## src/rtl/mem_port_arbiter.sv

```systemverilog
// Fetch / load-store arbiter for a single-port byte memory.
// Define MEM_PORT_ARBITER_FAIRNESS_EN to bound fetch starvation.
module mem_port_arbiter #(
    parameter int MEM_BYTES = 131072
`ifdef MEM_PORT_ARBITER_FAIRNESS_EN
    ,
    parameter int STARVE_LIMIT = 4
`endif
) (
    input  logic        clk,
    input  logic        rst,
    input  logic        if_req,
    input  logic [31:0] if_addr,
    output logic        if_gnt,
    output logic        if_rvalid,
    output logic [31:0] if_rdata,
    output logic        if_err,
    input  logic        d_req,
    input  logic        d_we,
    input  logic [31:0] d_addr,
    input  logic [31:0] d_wdata,
    input  logic [1:0]  d_size,
    input  logic        d_sign_ex,
    output logic        d_gnt,
    output logic        d_rvalid,
    output logic [31:0] d_rdata,
    output logic        d_err,
    output logic        mem_en,
    output logic        mem_we,
    output logic [31:0] mem_addr,
    output logic [3:0]  mem_be,
    output logic [31:0] mem_wdata,
    input  logic [31:0] mem_rdata
);

    logic        force_if;
    logic        if_bad;
    logic        d_bad;
    logic        d_mis;
    logic [31:0] size_mask;
    logic [3:0]  size_be;

`ifdef MEM_PORT_ARBITER_FAIRNESS_EN
    logic [2:0] starve_q;

    assign force_if = if_req && (starve_q == 3'(STARVE_LIMIT));

    always_ff @(posedge clk) begin
        if (rst) begin
            starve_q <= 3'd0;
        end else if (if_gnt || !if_req) begin
            starve_q <= 3'd0;
        end else if (d_gnt) begin
            starve_q <= starve_q + 3'd1;
        end
    end
`else
    assign force_if = 1'b0;
`endif

    assign d_gnt  = !rst && d_req && !force_if;
    assign if_gnt = !rst && if_req && !d_gnt;

    assign if_bad = if_addr >= 32'(MEM_BYTES);
    assign d_mis  = (d_size == 2'd1 && d_addr[0]) ||
                    (d_size == 2'd2 && d_addr[1:0] != 2'd0);
    assign d_bad  = (d_size == 2'd3) || d_mis ||
                    (d_addr >= 32'(MEM_BYTES));

    always_comb begin
        size_mask = 32'hFFFF_FFFF;
        size_be   = 4'hF;
        case (d_size)
            2'd0: begin
                size_mask = 32'h0000_00FF;
                size_be   = 4'h1;
            end
            2'd1: begin
                size_mask = 32'h0000_FFFF;
                size_be   = 4'h3;
            end
            default: ;
        endcase
    end

    // Memory outputs stay quiet unless an access is actually issued.
    always_comb begin
        mem_en    = 1'b0;
        mem_we    = 1'b0;
        mem_addr  = 32'd0;
        mem_be    = 4'd0;
        mem_wdata = 32'd0;
        if (d_gnt && !d_bad) begin
            mem_en   = 1'b1;
            mem_we   = d_we;
            mem_addr = {d_addr[31:2], 2'b00};
            mem_be   = d_we ? (size_be << d_addr[1:0]) : 4'hF;
            if (d_we) begin
                mem_wdata = (d_wdata & size_mask)
                            << {d_addr[1:0], 3'b000};
            end
        end else if (if_gnt && !if_bad) begin
            mem_en   = 1'b1;
            mem_addr = {if_addr[31:2], 2'b00};
            mem_be   = 4'hF;
        end
    end

    logic        if_rv_q;
    logic        if_err_q;
    logic [31:0] if_hold_q;
    logic        d_rv_q;
    logic        d_err_q;
    logic        d_store_q;
    logic        d_sign_q;
    logic [1:0]  d_size_q;
    logic [1:0]  d_off_q;
    logic [31:0] d_hold_q;

    always_ff @(posedge clk) begin
        if (rst) begin
            if_rv_q   <= 1'b0;
            if_err_q  <= 1'b0;
            if_hold_q <= 32'd0;
            d_rv_q    <= 1'b0;
            d_err_q   <= 1'b0;
            d_store_q <= 1'b0;
            d_sign_q  <= 1'b0;
            d_size_q  <= 2'd0;
            d_off_q   <= 2'd0;
            d_hold_q  <= 32'd0;
        end else begin
            if_rv_q <= if_gnt;
            d_rv_q  <= d_gnt;
            if (if_gnt) begin
                if_err_q <= if_bad;
            end
            if (d_gnt) begin
                d_err_q   <= d_bad;
                d_store_q <= d_we;
                d_sign_q  <= d_sign_ex;
                d_size_q  <= d_size;
                d_off_q   <= d_addr[1:0];
            end
            if (if_rvalid) begin
                if_hold_q <= if_rdata;
            end
            if (d_rvalid) begin
                d_hold_q <= d_rdata;
            end
        end
    end

    logic [31:0] ld_sh;
    logic [31:0] ld_fmt;

    always_comb begin
        ld_sh  = mem_rdata >> {d_off_q, 3'b000};
        ld_fmt = ld_sh;
        case (d_size_q)
            2'd0: ld_fmt = {{24{d_sign_q & ld_sh[7]}}, ld_sh[7:0]};
            2'd1: ld_fmt = {{16{d_sign_q & ld_sh[15]}}, ld_sh[15:0]};
            default: ;
        endcase
    end

    // Gating with rst drops any response that was in flight.
    assign if_rvalid = if_rv_q && !rst;
    assign if_err    = if_rvalid && if_err_q;
    assign if_rdata  = rst ? 32'd0 :
                       if_rv_q ? (if_err_q ? 32'd0 : mem_rdata) :
                       if_hold_q;

    assign d_rvalid = d_rv_q && !rst;
    assign d_err    = d_rvalid && d_err_q;
    assign d_rdata  = rst ? 32'd0 :
                      d_rv_q ? ((d_err_q || d_store_q) ? 32'd0 : ld_fmt) :
                      d_hold_q;

endmodule

```

## config.mk

```make
export PLATFORM = sky130hd
export DESIGN_NAME = mem_port_arbiter
export DESIGN_NICKNAME = d
export VERILOG_FILES = /design/src/rtl/mem_port_arbiter.sv
export SDC_FILE = /design/constraint.sdc
export NUM_CORES = 1
export LEC_CHECK = 0
export ABC_AREA = 0
export BUFFER_PORTS_ARGS = -buffer_cell sky130_fd_sc_hd__buf_4
export CAP_MARGIN = 30
export CORE_ASPECT_RATIO = 0.5
export CORE_UTILIZATION = 34
export DETAILED_ROUTE_END_ITERATION = 12
export SETUP_SLACK_MARGIN = 0.1
export SLEW_MARGIN = 10
export SYNTH_ARGS = -nofsm -noshare
export SYNTH_HDL_FRONTEND = slang
export SYNTH_SLANG_ARGS = --single-unit
```

## constraint.sdc

```tcl
create_clock -name clk -period 6.4 [get_ports clk]
set_clock_uncertainty 0.2 [all_clocks]
set_input_delay 1.28 -clock clk [delete_from_list [all_inputs] [get_ports clk]]
set_output_delay 1.28 -clock clk [all_outputs]
set_load 0.01 [all_outputs]
```

==> reports/metrics.csv, run 1 <==
metric;value;unit
critical path data arrival time;3750;ps
number of enable flip-flop cells after synthesis;0;
total power;1.21;mW
cells along the critical path;buf_4, or4_1, nor2_1, or4b_1, buf_4, nor4b_1, buf_4;
category of the critical setup timing path;input port to output pin;
Tightest Pin Transition;982;ps
wire length of the first global-routing pass;25800;um
maximum resistive drop on vdd;83.8;uV
most used standard cell by instance count after synthesis;sky130_fd_sc_hd__a21oi_1;
routed vias/inst;5.18;
total setup buffers inserted after CTS;0;
Setup violations, final;0;
unrepaired setup endpoints after global routing;no;
most area-consuming cells after synthesis;sky130_fd_sc_hd__dfxtp_1 (29%), sky130_fd_sc_hd__a21oi_1 (9.8%), sky130_fd_sc_hd__nand3b_1 (6.0%), sky130_fd_sc_hd__o21ai_0 (5.5%), sky130_fd_sc_hd__mux2i_1 (4.4%);
Mapped Avg Cell Area;8.04;um2
final net count;974;
time the final worst path needs with I/O delays and setup;5230;ps
TritonCTS clock tree;built;
proportion of synthesized chip area in sequential cells;0.294;
gpl congestion;0.803;
delay of the slowest cell on the worst path;860;ps
worst-case headroom to the max-slew limit;0.343;
vertical die dimension;88.1;um
antenna violations before repair;0;
post-detail-place hpwl;12800;um
final hold violation count;0;
CTS HTree Levels;3;
hold_sp;d_hold_q[10];
antenna diode count;0;
fraction of final layout cells sized beyond drive strength 1;0.383;
I/O pin count;276;
largest area contributor in the netlist;sky130_fd_sc_hd__dfxtp_1;
Sinks on Clock Net;74;
required time reported for the critical path endpoint;4920;ps
Core Rows;31;
Worst Reg-to-Reg Cells;5;
result of the run;finished, final reports clean;
period utilization;0.818;
number of detailed-route iterations in the first pass;5;
Cell variety after synth;45;
final core area utilization;0.500;
max-cap violation count;0;
FMAX;191;MHz
ratio of total power to cell area;168;nW/um2
DR iter-0 viols;364;
startpoint of the most critical register-to-register path;d_rv_q;
vias in the first global route;4759;
fraction of synthesized cell area taken by the top area cell type;0.294;
number of instances in the synthesized netlist;627;
sort of element at the end of the critical path;output pin;
Critical Path Source Type;input port;
Max Root-Sink Buffers;2;
global-route usage over all layers;0.213;
number of buffers inserted during clock tree synthesis;9;
residual overflow from global routing;0;
Area growth syn-to-layout;43.5;%
endpoint of the worst-slack reg-to-reg timing path;d_hold_q[30];
register-to-register setup slack;3670;ps
maximum number of pins on one net before global-route repair;81;
area enclosed by the die boundary;15300;um2
floorplan die width;174;um
Commonest cells post-synth;sky130_fd_sc_hd__a21oi_1 (99), sky130_fd_sc_hd__dfxtp_1 (74), sky130_fd_sc_hd__nor2_1 (56);
yosys warns;0;
highest-delay cell along the critical path;sky130_fd_sc_hd__or4b_1;
starting density of the core;0.348;
Total Routed Length;17300;um
clk root buf;sky130_fd_sc_hd__clkbuf_16;
Synth Cell Area;5040;um2
count of buffers inserted at the top-level ports;256;
hold bufs inserted after CTS;0;
static power due to leakage;3.09;nW
#FFs+latches synth;74;
final-layout fill cell count;1450;
most used cell, CP;sky130_fd_sc_hd__buf_4;
post-CTS resize count;0;
dominant register cell in the synthesized netlist;sky130_fd_sc_hd__dfxtp_1;
post-DR wirelength/cell;16.6;um
Worst Hold End;d_hold_q[10];
final-report max-slew violation count;0;
Synth async-reset ratio;0;
DR DRC count;0;
CP Max Fanout;25;
Setup Total Neg Slack;0;ps
via count;5392;
clock latency of the later-clocked register in the worst-skew pair;340;ps
number of cells after detailed placement;1024;
antenna viol nets, final;0;
Hold Path Stages;2;
clock slew at the register clock pins of the worst setup and hold paths;60;ps
Finished Layout Cells;1041;
Hold WC Path Type;flop to flop;
core box area;14500;um2
==> kinds of logic (layout without fill, tap and decap cells) <==
logic type | Yosys count | after routing | synth area share
AND/OR/NAND/NOR | 212 | 212 | 0.253
AO/OA/AOI/OAI | 210 | 210 | 0.257
buffers and inverters | 84 | 284 | 0.0802
flip-flops | 74 | 74 | 0.294
multiplexers | 46 | 46 | 0.115
other | 1 | 17 | 0.000744
==> stage by stage <==
step / area (um2) / hold slack [ps] / setup slack (ps)
finish: 7230 / 245 / 1170
global route: 7230 / 272 / 1040
CTS: 7210 / 247 / 1120
detailed placement: 6940 / 234 / 1140
global placement: 6940 / 224 / 1110
floorplan: 5100 / 215 / 1930
==> report_power, final <==
part / switching [mW] / internal [mW]
logic: 0.129 / 0.134
clock network: 0.188 / 0.271
registers: 0.0134 / 0.476
==> metal layers <==
metal / share of wire / track usage / wire [um]
met5: 0 / 0 / 0
met4: 0.014 / 0.0526 / 236
met3: 0.054 / 0.0456 / 938
met2: 0.47 / 0.336 / 8100
met1: 0.46 / 0.297 / 7990
==> cell type report <==
type / instances / area [um2] / share of cell area
clock buffer: 13 / 250 / 0.0346
multi-input combinational: 485 / 3220 / 0.445
clock inverter: 3 / 15.0 / 0.00208
tap: 198 / 248 / 0.0343
sequential: 74 / 1480 / 0.205
timing repair buffer: 265 / 2000 / 0.277
inverter: 3 / 11.3 / 0.00156
==> worst max-delay path, delay by kind of cell <==
family	cells	cell delay [ps]
buffers and inverters	3	640
and+or+nand+nor	4	1820
==> flip-flops by register name (all words and copies together), names as in the netlist <==
signal and cells:
if_hold_q 32, d_hold_q 32, if_rv_q 1, d_rv_q 1, d_off_q 2, d_size_q 2, if_err_q 1, d_err_q 1
d_store_q 1, d_sign_q 1
==> placed cells by master, fill, tap and decap left out, types with 9 or more instances in the layout <==
master,instances
sky130_fd_sc_hd__a21oi_1,99
sky130_fd_sc_hd__conb_1,17
sky130_fd_sc_hd__mux2i_1,22
sky130_fd_sc_hd__nor2_1,56
sky130_fd_sc_hd__nor2b_1,22
sky130_fd_sc_hd__o21ai_0,55
sky130_fd_sc_hd__nor3b_1,10
sky130_fd_sc_hd__a221o_2,10
sky130_fd_sc_hd__nand2_1,16
sky130_fd_sc_hd__clkbuf_16,9
sky130_fd_sc_hd__a22o_1,15
sky130_fd_sc_hd__buf_4,264
sky130_fd_sc_hd__nand3b_1,40
sky130_fd_sc_hd__nand2b_1,34
sky130_fd_sc_hd__mux2_2,16
sky130_fd_sc_hd__dfxtp_1,73
==> worst max-delay path by stage <==
stage / start / slack, ps / to / depth (start not counted)
global route: d_addr[31] / 1040 / mem_wdata[0] / 7
finish: d_addr[31] / 1170 / mem_wdata[0] / 7
CTS: d_addr[31] / 1120 / mem_wdata[0] / 7
global placement: d_addr[31] / 1110 / mem_wdata[0] / 7
floorplan: d_addr[31] / 1930 / mem_wdata[13] / 6
detailed placement: d_addr[31] / 1140 / mem_wdata[0] / 7
No activity file was read; power rests on OpenSTA's default activity.
==> inputs of run 2 (changes only) <==
==> constraint.sdc (replaced) <==
create_clock -name clk -period 5 [get_ports clk]
set_clock_uncertainty 0.2 [all_clocks]
set_input_delay 1 -clock clk [delete_from_list [all_inputs] [get_ports clk]]
set_output_delay 1 -clock clk [all_outputs]
set_load 0.01 [all_outputs]
==> run 2 against run 1 <==
- non-clock buffer count is 6 higher
- combinational power up 32%
- sequential share of layout area fell by 0.14 points
- critical path depth shrank 1
- sequential cell count unchanged
- final cell count grew 0.38%
- largest power group unchanged
- global-route usage increased by 0.30 points
- first-iteration DRC count grew 7.1%
- sequential power increased by 27%
==> reports/metrics.csv, run 2 (same netlist as run 1, synthesis figures left out) <==
metric;value;unit
global routing usage on met1;0.299;
number of buffers inserted during clock tree synthesis;9;
maximum number of pins on one net before global-route repair;66;
final-layout fill cell count;1428;
most frequent cells in the layout;sky130_fd_sc_hd__buf_4 (269), sky130_fd_sc_hd__a21oi_1 (99), sky130_fd_sc_hd__dfxtp_1 (73);
CTS HTree Levels;3;
Setup violations, final;0;
max-cap violation count;0;
delay of the slowest cell on the worst path;600;ps
Finished Cell Area;7280;um2
DR iter-0 viols;390;
starting density of the core;0.348;
final hold violation count;0;
category of cells accounting for the largest share of critical-path delay;simple AND/OR/NAND/NOR gates;
most used cell, CP;sky130_fd_sc_hd__buf_4;
post-detail-place hpwl;12900;um
post-CTS resize count;0;
worst-case headroom to the max-slew limit;0.542;
result of the run;finished, final reports clean;
capturing element of the worst setup path;d_rdata[31];
antenna diode count;0;
category of the critical setup timing path;input port to output pin;
stages on the worst setup path;6;
critical path data arrival time;3090;ps
CP Max Fanout;16;
unrepaired setup endpoints after global routing;no;
Core Rows;31;
global-route usage over all layers;0.216;
wire length of the first global-routing pass;25800;um
clock slew at the register clock pins of the worst setup and hold paths;50;ps
Placement Cell Area;6980;um2
total setup buffers inserted after CTS;0;
DR DRC count;0;
hold bufs inserted after CTS;0;
TritonCTS clock tree;built;
GRT Max-Usage Layer;met2;
Area growth syn-to-layout;44.4;%
gpl congestion;0.791;
vias in the first global route;4778;
required time reported for the critical path endpoint;3800;ps
antenna viol nets, final;0;
FMAX;233;MHz
Max Root-Sink Buffers;2;
Critical Path Source Type;input port;
final-report max-slew violation count;0;
registers with the most flip-flops;d_hold_q x32, if_hold_q x32;
endpoint of the worst-slack reg-to-reg timing path;d_hold_q[30];
post-DR wirelength/cell;16.6;um
via count;5375;
Total Routed Length;17400;um
residual overflow from global routing;0;
Setup Total Neg Slack;0;ps
number of detailed-route iterations in the first pass;5;
core box area;14500;um2
register-to-register setup slack;2330;ps
vertical die dimension;88.1;um
area enclosed by the die boundary;15300;um2
critical path launch point;rst;
Sinks on Clock Net;74;
clk root buf;sky130_fd_sc_hd__clkbuf_16;
Tightest Pin Transition;686;ps
sort of element at the end of the critical path;output pin;
maximum resistive drop on vdd;164;uV
highest-delay cell along the critical path;sky130_fd_sc_hd__a211oi_4;
leading cell type in the layout, fill and taps excluded;sky130_fd_sc_hd__buf_4;
time the final worst path needs with I/O delays and setup;4290;ps
Worst Reg-to-Reg Cells;5;
clock latency of the later-clocked register in the worst-skew pair;340;ps
fraction of final layout cells sized beyond drive strength 1;0.387;
Buf+Inv Stages, Crit Path;2;
floorplan die width;174;um
I/O pin count;276;
GR Layer Usage met3;0.0473;
final net count;980;
cells along the critical path;buf_4, or4b_4, or3b_4, a211oi_4, a221o_2, buf_4;
startpoint of the most critical register-to-register path;d_rv_q;
global-route met2 utilization;0.344;
period utilization;0.858;
Hold WC Path Type;flop to flop;
ratio of total power to cell area;213;nW/um2
static power due to leakage;3.11;nW
antenna violations before repair;0;
count of buffers inserted at the top-level ports;256;
routed vias/inst;5.14;
## run 2: changes by cell type in the layout (fill, tap and decap cells not counted)
| cell | previous run | this run |
|---|---|---|
| sky130_fd_sc_hd__clkinv_2 | 3 | 0 |
| sky130_fd_sc_hd__clkinvlp_4 | 0 | 2 |
| sky130_fd_sc_hd__clkbuf_1 | 3 | 2 |
| sky130_fd_sc_hd__buf_4 | 264 | 269 |
| sky130_fd_sc_hd__buf_8 | 0 | 1 |
## run 2: worst min-delay path by stage
stage,start,to,slack (ps),cells past startpoint
4_1_cts,d_hold_q[13],d_hold_q[13],250,2
5_1_grt,d_hold_q[14],d_hold_q[14],270,2
6_report,d_hold_q[13],d_hold_q[13],240,2
3_3_place_gp,d_hold_q[12],d_hold_q[12],220,2
3_5_place_dp,d_hold_q[9],d_hold_q[9],230,2
2_1_floorplan,d_hold_q[10],d_hold_q[10],210,2
## run 2: area by class of cell
cell class | count | area, um2 | share of cell area
clock inverter | 2 | 15.0 | 0.00206
sequential | 74 | 1480 | 0.204
multi-input combinational | 485 | 3220 | 0.442
clock buffer | 12 | 246 | 0.0339
tap | 198 | 248 | 0.0340
inverter | 3 | 11.3 | 0.00155
timing repair buffer | 271 | 2050 | 0.282
## run 2: per-layer routing
| metal | up-vias | share of wire |
|---|---|---|
| li1 | 2670 | - |
| met1 | 2545 | 0.47 |
| met2 | 151 | 0.47 |
| met3 | 9 | 0.053 |
| met4 | 0 | 0.0073 |
| met5 | - | 0 |
## run 2: per-stage QoR
stage                     power, mW  hold WS (ps)  setup slack, ps   util  cells
after CTS                      1.56           247              699  0.501   1043
after floorplan               0.822           215             1090      -    643
after global placement        0.973           224              715  0.482   1029
final                          1.55           242              712  0.503   1045
after detailed placement      0.977           233              709  0.482   1029
after global routing           1.62           267              586  0.503   1045
## run 2: worst register-to-register path, cell delays in order, from the launching register on
cell and delay [ps]:
sky130_fd_sc_hd__dfxtp_1 310, sky130_fd_sc_hd__buf_4 260, sky130_fd_sc_hd__or4b_4 590, sky130_fd_sc_hd__or3b_4 450
sky130_fd_sc_hd__a211oi_4 600, sky130_fd_sc_hd__a221o_2 210
## run 2: report_power, final
group	internal [mW]	switching, mW	leakage (nW)
clock network	0.344	0.235	0.121
logic	0.175	0.173	2.39
registers	0.610	0.0106	0.602
total	1.13	0.418	3.11
==> inputs of run 3 (changes only) <==
--- a/config.mk
+++ b/config.mk
@@ -9,8 +9,10 @@
 export BUFFER_PORTS_ARGS = -buffer_cell sky130_fd_sc_hd__buf_4
 export CAP_MARGIN = 30
 export CORE_ASPECT_RATIO = 0.5
+export CORE_MARGIN = 3
 export CORE_UTILIZATION = 34
 export DETAILED_ROUTE_END_ITERATION = 12
+export GPL_TIMING_DRIVEN = 0
 export SETUP_SLACK_MARGIN = 0.1
 export SLEW_MARGIN = 10
 export SYNTH_ARGS = -nofsm -noshare
==> run 3 against run 2 <==
- final cell count rose by 5.9%
- count of clock-buffer cells in the layout fell by 1
- sequential power barely moved
- routed wire length grew 19%
- combinational power grew 8.6%
- register-to-register slack gained 20 ps
- hold slack improved by 2.1 ps
- critical path type unchanged
- global-route usage rose by 2.2 points
- die area rose by 6.9%
- first-iteration DRC count increased by 8.7%
==> reports/metrics.csv, run 3 (same netlist as run 1, synthesis figures left out) <==
metric;value;unit
Worst Hold End;d_hold_q[12];
TritonCTS clock tree;built;
Hold Path Stages;2;
sort of element at the end of the critical path;output pin;
clk root buf;sky130_fd_sc_hd__clkbuf_16;
antenna violations before repair;0;
Sinks on Clock Net;74;
residual overflow from global routing;0;
post-CTS resize count;0;
Worst Reg-to-Reg Cells;6;
leading cell type in the layout, fill and taps excluded;sky130_fd_sc_hd__buf_4;
area enclosed by the die boundary;16400;um2
final net count;1046;
total setup buffers inserted after CTS;0;
time the final worst path needs with I/O delays and setup;4250;ps
Total Routed Length;20700;um
registers with the most flip-flops;d_hold_q x32, if_hold_q x32;
count of buffers inserted at the top-level ports;256;
most frequent cells in the layout;sky130_fd_sc_hd__buf_4 (274), sky130_fd_sc_hd__a21oi_1 (99), sky130_fd_sc_hd__dfxtp_1 (74);
hold_sp;d_hold_q[12];
DR DRC count;0;
I/O pin count;276;
Max Root-Sink Buffers;2;
final-report max-slew violation count;0;
maximum number of pins on one net before global-route repair;13;
Critical Path Source Type;input port;
required time reported for the critical path endpoint;3800;ps
static power due to leakage;3.25;nW
post-DR wirelength/cell;18.7;um
worst-case headroom to the max-slew limit;0.467;
CTS HTree Levels;3;
number of buffers inserted during clock tree synthesis;9;
max-cap violation count;0;
FMAX;235;MHz
antenna viol nets, final;0;
antenna diode count;0;
CP Max Fanout;10;
result of the run;finished, final reports clean;
critical path data arrival time;3050;ps
unrepaired setup endpoints after global routing;no;
gpl congestion;0.902;
startpoint of the most critical register-to-register path;d_rv_q;
wire length of the first global-routing pass;31000;um
fraction of final layout cells sized beyond drive strength 1;0.370;
Core Rows;30;
register-to-register setup slack;2350;ps
vertical die dimension;92.1;um
Setup violations, final;0;
clock slew at the register clock pins of the worst setup and hold paths;60;ps
core box area;14000;um2
endpoint of the worst-slack reg-to-reg timing path;d_hold_q[29];
global-route usage over all layers;0.238;
ratio of total power to cell area;218;nW/um2
routed vias/inst;5.28;
final hold violation count;0;
floorplan die width;178;um
Area growth syn-to-layout;50.0;%
total power;1.64;mW
maximum resistive drop on vdd;123;uV
category of the critical setup timing path;input port to output pin;
final-layout fill cell count;1397;
Hold WC Path Type;flop to flop;
starting density of the core;0.360;
hold bufs inserted after CTS;0;
vias in the first global route;5683;
post-detail-place hpwl;16300;um
via count;5849;
period utilization;0.851;
clock latency of the later-clocked register in the worst-skew pair;340;ps
number of detailed-route iterations in the first pass;5;
DR iter-0 viols;424;
Tightest Pin Transition;796;ps
Setup Total Neg Slack;0;ps
[run 3: worst max-delay path by stage]
stage | start | end | slack, ps | depth (start not counted)
5_1_grt | d_addr[31] | mem_wdata[15] | 640 | 8
3_3_place_gp | d_addr[31] | mem_wdata[14] | 770 | 8
4_1_cts | d_addr[31] | mem_wdata[2] | 780 | 7
3_5_place_dp | d_addr[31] | mem_wdata[2] | 780 | 7
2_1_floorplan | d_addr[31] | mem_wdata[13] | 1090 | 6
6_report | d_addr[31] | mem_wdata[14] | 750 | 8
[run 3: layout make-up]
| type | instances | area (um2) | share of cell area |
|---|---|---|---|
| clock buffers | 11 | 243 | 0.0321 |
| clock inverters | 5 | 53.8 | 0.00712 |
| repair buffers | 256 | 1920 | 0.254 |
| multi-input cells | 485 | 3210 | 0.425 |
| well taps | 192 | 240 | 0.0318 |
| flip-flops and latches | 74 | 1480 | 0.196 |
| inverters | 3 | 11.3 | 0.00149 |
| plain buffers | 81 | 393 | 0.0520 |
[run 3: per-layer routing]
layer | track usage | wire length [um] | vias to the layer above
li1 | - | - | 2811
met1 | 0.328 | 9190 | 2745
met2 | 0.387 | 9670 | 274
met3 | 0.0525 | 1620 | 19
met4 | 0.0385 | 174 | 0
met5 | 0 | 0 | -
[run 3: worst max-delay path, cell delays in order]
cell and delay (ps):
sky130_fd_sc_hd__buf_4 110, sky130_fd_sc_hd__or4_1 540, sky130_fd_sc_hd__nor2_1 110, sky130_fd_sc_hd__or4b_1 420
sky130_fd_sc_hd__buf_4 190, sky130_fd_sc_hd__buf_2 190, sky130_fd_sc_hd__nor3b_1 310, sky130_fd_sc_hd__buf_4 190
[run 3: where the power goes]
group          switching (mW)  internal, mW
clock network           0.251         0.398
registers             0.00863         0.609
logic                   0.193         0.184
total                   0.453          1.19
[run 3: through the flow]
step / instances / cell area (um2) / utilization / hold WS [ps] / setup WS [ps]
final: 1107 / 7560 / 0.540 / 244 / 746
after global routing: 1107 / 7560 / 0.540 / 268 / 642
after CTS: 1107 / 7560 / 0.540 / 246 / 777
after detailed placement: 1091 / 7260 / 0.519 / 233 / 783
after global placement: 1091 / 7260 / 0.519 / 224 / 770
after floorplan: 643 / 5100 / - / 215 / 1090
